==> src/rtl/raster_pkg.sv <==
// Shared types for the raster scan position generator.
package raster_pkg;

  // Scan controller states: waiting, walking a frame, one-cycle wind-down
  typedef enum logic [1:0] {
    IDLE = 2'd0,
    SCAN = 2'd1,
    DONE = 2'd2
  } scan_state_t;

endpackage

==> src/rtl/axis_counter.sv <==
// Single-axis wrap counter: counts 0..max and returns to 0 after max.
module axis_counter #(
  parameter int W = 10
) (
  input  logic         clk,
  input  logic         n_rst,
  input  logic         clear,
  input  logic         en,
  input  logic [W-1:0] max,
  output logic [W-1:0] count,
  output logic         at_max
);

  logic [W-1:0] count_q;
  logic [W-1:0] count_d;

  assign count  = count_q;
  assign at_max = (count_q == max);

  // Next count: clear wins, otherwise step or wrap when enabled
  always_comb begin
    count_d = count_q;
    if (clear) begin
      count_d = '0;
    end else if (en) begin
      if (at_max) begin
        count_d = '0;
      end else begin
        count_d = count_q + W'(1);
      end
    end
  end

  // Counter register
  always_ff @(posedge clk or negedge n_rst) begin
    if (!n_rst) begin
      count_q <= '0;
    end else begin
      count_q <= count_d;
    end
  end

endmodule

==> src/rtl/raster_scan_counter.sv <==
// Two-dimensional (column/row) pixel position generator with frame markers,
// one-shot or free-running frame modes and geometry latched at start.
module raster_scan_counter
  import raster_pkg::*;
#(
  parameter int X_W = 10,
  parameter int Y_W = 10
) (
  input  logic           clk,
  input  logic           n_rst,
  input  logic           clear,
  input  logic           start,
  input  logic           continuous,
  input  logic           count_enable,
  input  logic [X_W-1:0] cols,
  input  logic [Y_W-1:0] rows,
  output logic [X_W-1:0] x,
  output logic [Y_W-1:0] y,
  output logic           busy,
  output logic           first_px,
  output logic           line_last,
  output logic           frame_last,
  output logic           done,
  output logic           cfg_err
);

  scan_state_t    state_q, state_d;
  logic [X_W-1:0] cols_max_q, cols_max_d;
  logic [Y_W-1:0] rows_max_q, rows_max_d;
  logic           mode_q, mode_d;
  logic           done_q, done_d;
  logic           cfg_err_q, cfg_err_d;

  logic           geom_ok;
  logic           start_ok;
  logic           start_bad;
  logic           axis_clear;
  logic           col_en;
  logic           row_en;
  logic           x_at_max;
  logic           y_at_max;
  logic           frame_wrap;

  // A start is only considered while idle; zero geometry is rejected
  assign geom_ok    = (cols != '0) && (rows != '0);
  assign start_ok   = !clear && (state_q == IDLE) && start && geom_ok;
  assign start_bad  = !clear && (state_q == IDLE) && start && !geom_ok;

  // Counters restart at the origin on clear or on an accepted start
  assign axis_clear = clear || start_ok;
  assign col_en     = !clear && (state_q == SCAN) && count_enable;
  assign row_en     = col_en && x_at_max;
  assign frame_wrap = row_en && y_at_max;

  axis_counter #(.W(X_W)) u_col (
    .clk    (clk),
    .n_rst  (n_rst),
    .clear  (axis_clear),
    .en     (col_en),
    .max    (cols_max_q),
    .count  (x),
    .at_max (x_at_max)
  );

  axis_counter #(.W(Y_W)) u_row (
    .clk    (clk),
    .n_rst  (n_rst),
    .clear  (axis_clear),
    .en     (row_en),
    .max    (rows_max_q),
    .count  (y),
    .at_max (y_at_max)
  );

  // State register plus geometry latch and pulse registers
  always_ff @(posedge clk or negedge n_rst) begin
    if (!n_rst) begin
      state_q    <= IDLE;
      cols_max_q <= '0;
      rows_max_q <= '0;
      mode_q     <= 1'b0;
      done_q     <= 1'b0;
      cfg_err_q  <= 1'b0;
    end else begin
      state_q    <= state_d;
      cols_max_q <= cols_max_d;
      rows_max_q <= rows_max_d;
      mode_q     <= mode_d;
      done_q     <= done_d;
      cfg_err_q  <= cfg_err_d;
    end
  end

  // Next state, geometry capture and completion/error pulses
  always_comb begin
    state_d    = state_q;
    cols_max_d = cols_max_q;
    rows_max_d = rows_max_q;
    mode_d     = mode_q;
    done_d     = 1'b0;
    cfg_err_d  = 1'b0;
    if (clear) begin
      state_d = IDLE;
    end else begin
      unique case (state_q)
        IDLE: begin
          if (start_ok) begin
            cols_max_d = cols - X_W'(1);
            rows_max_d = rows - Y_W'(1);
            mode_d     = continuous;
            state_d    = SCAN;
          end
          cfg_err_d = start_bad;
        end
        SCAN: begin
          if (frame_wrap) begin
            done_d  = 1'b1;
            state_d = mode_q ? SCAN : DONE;
          end
        end
        DONE: begin
          state_d = IDLE;
        end
        default: begin
          state_d = IDLE;
        end
      endcase
    end
  end

  // Output decode; position markers are masked outside a scan
  always_comb begin
    busy       = (state_q == SCAN);
    first_px   = busy && (x == '0) && (y == '0);
    line_last  = busy && x_at_max;
    frame_last = line_last && y_at_max;
    done       = done_q;
    cfg_err    = cfg_err_q;
  end

endmodule
==> config.mk <==
export PLATFORM = sky130hd
export DESIGN_NAME = raster_scan_counter
export DESIGN_NICKNAME = d
export VERILOG_FILES = /design/src/rtl/raster_pkg.sv /design/src/rtl/axis_counter.sv /design/src/rtl/raster_scan_counter.sv
export SDC_FILE = /design/constraint.sdc
export NUM_CORES = 1
export LEC_CHECK = 0
export ABC_CLOCK_PERIOD_IN_PS = 2350
export BUFFER_PORTS_ARGS = -buffer_cell sky130_fd_sc_hd__buf_4
export CAP_MARGIN = 25
export CORE_MARGIN = 1.5
export CORE_UTILIZATION = 51
export CTS_CLUSTER_DIAMETER = 150
export DETAILED_ROUTE_END_ITERATION = 16
export PLACE_DENSITY = 0.77
export SYNTH_ARGS = -nofsm -noshare
export SYNTH_HDL_FRONTEND = slang
export SYNTH_HIERARCHICAL = 1
export SYNTH_SLANG_ARGS = --single-unit
==> constraint.sdc <==
create_clock -name clk -period 2.35 [get_ports clk]
set_input_delay 0.3525 -clock clk [delete_from_list [all_inputs] [get_ports clk]]
set_output_delay 0.3525 -clock clk [all_outputs]
set_load 0.05 [all_outputs]
==> flow_summary_export.csv <==
group,metric,value,unit
critical_path,slowest_delay,0.47,ns
timing,worstMarginPinSlew,0.542,ns
critical_path,cp-end-kind,"register",
placement,place_inst,414,
clock_network,h-tree-depth,2,
placement,dpl.hpwl,5.00,mm
layout,final_cell_mix,"buf_4, dfrtp_1, xnor2_1",
layout,syn2layout_area_growth,27.4,%
routing,drt_first_pass_iters,4,
synthesis,syn-num-nets,305,
routing,via_per_inst,5.48,
run_status,status,"completed",
routing,initialDrtViolationCount,243,
timing,finalMaxSlewViolations,0,
synthesis,synth_seq_area_share,38.8,%
critical_path,arrival,2.46,ns
placement,post-place-ws,-0.124,ns
global_route,grt_max_degree,46,
routing,drcViolationCount,0,
layout,stdcell_count,423,
layout,n_antenna_cell,0,
critical_path,cp_max_fo,17,
placement,place_congestion,0.840,
clock_network,cts_tree,"built",
critical_path,cpMaxStageDelayCell,"dfrtp_2",
floorplan,initial_core_util,52.7,%
synthesis,synth-edff-count,0,
floorplan,dieArea,6150,um2
synthesis,yosysTopAreaCellShare,38.8,%
synthesis,synth_area,2900,um2
global_route,grt_pass1_vias,2198,
timing,max_freq,444,MHz
layout,drive_gt1_share,42.2,%
synthesis,synth.distinct_cells,44,
routing,drt_wl_total,6.46,mm
clock_network,cts_root_buf,"clkbuf_8",
layout,nets,382,
critical_path,crit_type,"register to register",
routing,post_drt_wl_per_cell,15.3,um
layout,fill_cells,401,
clock_network,ctsHoldBuffers,0,
clock_network,clkTransAtPathRegs,0.08,ns
power_and_ir_drop,p_per_area,479,nW/um2
run,cap_violations,0,
timing,tns,0,ns
timing,layout_min_cycle_time,2.25,ns
critical_path,startpoint_type,"register",
power_and_ir_drop,p_leak,1.61,nW
routing,vias,2316,
floorplan,dieWidth,78.4,um
synthesis,synth_top_area_cell,"dfrtp_1",
synthesis,synth_seq_cells,45,
timing,hold_violations,0,
clock_network,cts_max_path_buffers,2,
power_and_ir_drop,max-vdd-ir-drop,0.264,mV
clock_network,clkLatencyLatePin,0.30,ns
clock_network,cts.sink_count,45,
timing,finalWorstSetupSlack,0.0993,ns
timing,setup_viol,0,
floorplan,chipHeight,78.4,um
critical_path,path_common_cell,"xnor2_1",
global_route,gr-total-overflow,0,
critical_path,path_cells,"xnor2_1 -> nand4_1 -> nor3_4 -> and2_4 -> and3b_1 -> buf_12 -> o21ai_1 -> nor3_2 -> xnor2_1 -> a211oi_2",
global_route,antenna_found_initial,0,
global_route,grt_pass1_wl,10.7,mm
floorplan,fp-row-count,27,
synthesis,async_reset_ff_share,100,%
layout,layout_commonest_cell,"buf_4",
timing,fin_skew,0.00396,ns
hold_path,worstHoldPathType,"input pin to asynchronous set/reset pin",
placement,portBuffers,51,
timing,slew_headroom,63.9,%
floorplan,core_area,5510,um2
timing,fin_crit_sh,95.8,%
critical_path,worstPathRequired,2.56,ns
synthesis,avgSynthCellArea,10.6,um2
synthesis,syn_inst,273,
global_route,grtUsageTotal,22.4,%
synthesis,ys_warn_count,6,
floorplan,ios,52,
clock_network,numCtsBuffers,5,
routing,final_antenna_net_count,0,
synthesis,synth_area_leaders,"dfrtp_1, xnor2_1, mux2_4",
synthesis,synthFlopType,"dfrtp_1",
-- flip-flops by register name (all words and copies together) (netlist names) --
name / flops
u_row/count: 10
rows_max_q: 10
cols_max_q: 10
mode_q: 1
state_q: 2
cfg_err: 1
done: 1
u_col/count: 10
-- cell families (layout without fill, tap and decap cells) --
kind of cell | after synthesis | count (layout) | synth area share, %
DFF | 45 | 45 | 38.8
xor gates and xnor gates | 40 | 40 | 12.1
AOI/OAI and AO/OA | 25 | 25 | 6.94
muxes | 31 | 31 | 13.8
adders and majority gates | 6 | 6 | 2.59
and+or+nand+nor | 105 | 105 | 22.5
buffers and inverters | 21 | 99 | 3.41
-- power breakdown --
group / leakage (nW) / switching, mW / internal, mW
registers: 0.564 / 0.0686 / 0.849
clock network: 0.0450 / 0.252 / 0.206
logic: 0.996 / 0.171 / 0.224
total: 1.61 / 0.492 / 1.28
-- cells in the mapped netlist (4+ instances only) --
master / n
a211oi_1: 6
buf_2: 4
clkbuf_1: 4
dfrtp_1: 45
ha_1: 6
inv_1: 11
mux2_2: 7
mux2_4: 16
mux2i_1: 8
nand2_1: 21
nand2b_1: 4
nand3_1: 11
nand4_1: 5
nor2_1: 19
nor3_1: 4
nor3_2: 6
nor4_1: 11
nor4b_1: 4
o21ai_0: 4
xnor2_1: 30
xor2_1: 10
-- stage by stage --
step                      power [mW]  instance area [um2]  hold slack (ns)  utilization [%]
final                           1.77                 3700           0.0407             67.1
after global routing            1.85                 3700           0.0819             67.1
after CTS                       1.78                 3680           0.0541             66.8
after detailed placement        1.32                 3590            0.381             65.3
after global placement          1.30                 3590            0.378             65.3
after floorplan                 1.19                 2960           0.0569                -
-- layout make-up --
type,instances,area [um2],share of cell area [%]
Multi-Input combinational cell,207,1730,46.8
Sequential cell,45,1140,30.8
Timing Repair Buffer,80,613,16.6
Inverter,11,41.3,1.12
Clock buffer,6,72.6,1.96
Clock inverter,2,10.0,0.271
Tap cell,72,90.1,2.44
-- timing repair --
action	4_1_cts	5_1_grt
setup endpoints to repair	0	6
gates resized for setup	0	2
buffers inserted	0	1
-- layer usage --
| layer | vias to the layer above | share of wire, % | wire length (um) | GRT usage [%] |
|---|---|---|---|---|
| met3 | 8 | 5.1 | 328 | 4.07 |
| met4 | 0 | 1.4 | 89 | 8.57 |
| met5 | - | 0 | 0 | 0 |
| li1 | 1140 | - | - | - |
| met1 | 1099 | 47 | 3040 | 31.5 |
| met2 | 69 | 47 | 3010 | 34.3 |
-- path summary, 6_finish.rpt --
kind | from | to | slack, ns | depth (start not counted)
min | n_rst | u_row/count[4]$_DFFE_PN0P_ | 0.04 | 1
min reg2reg | mode_q$_DFFE_PN0P_ | state_q[1]$_DFFE_PN0P_ | 0.49 | 1
max | u_col/count[0]$_DFFE_PN0P_ | u_row/count[6]$_DFFE_PN0P_ | 0.1 | 10
max in group asynchronous | n_rst | u_col/count[3]$_DFFE_PN0P_ | 1.91 | 1
min in group clk | continuous | mode_q$_DFFE_PN0P_ | 0.30 | 2
max reg2reg | u_col/count[0]$_DFFE_PN0P_ | u_row/count[6]$_DFFE_PN0P_ | 0.1 | 10
-- worst max-delay path, delay by kind of cell, from the launching register on --
family,cells,cell delay [ns]
simple gates,5,0.96
flops,1,0.47
xor+xnor,2,0.31
compound gates,2,0.27
buf+inv,1,0.15
(Power assumes the default switching activity.)
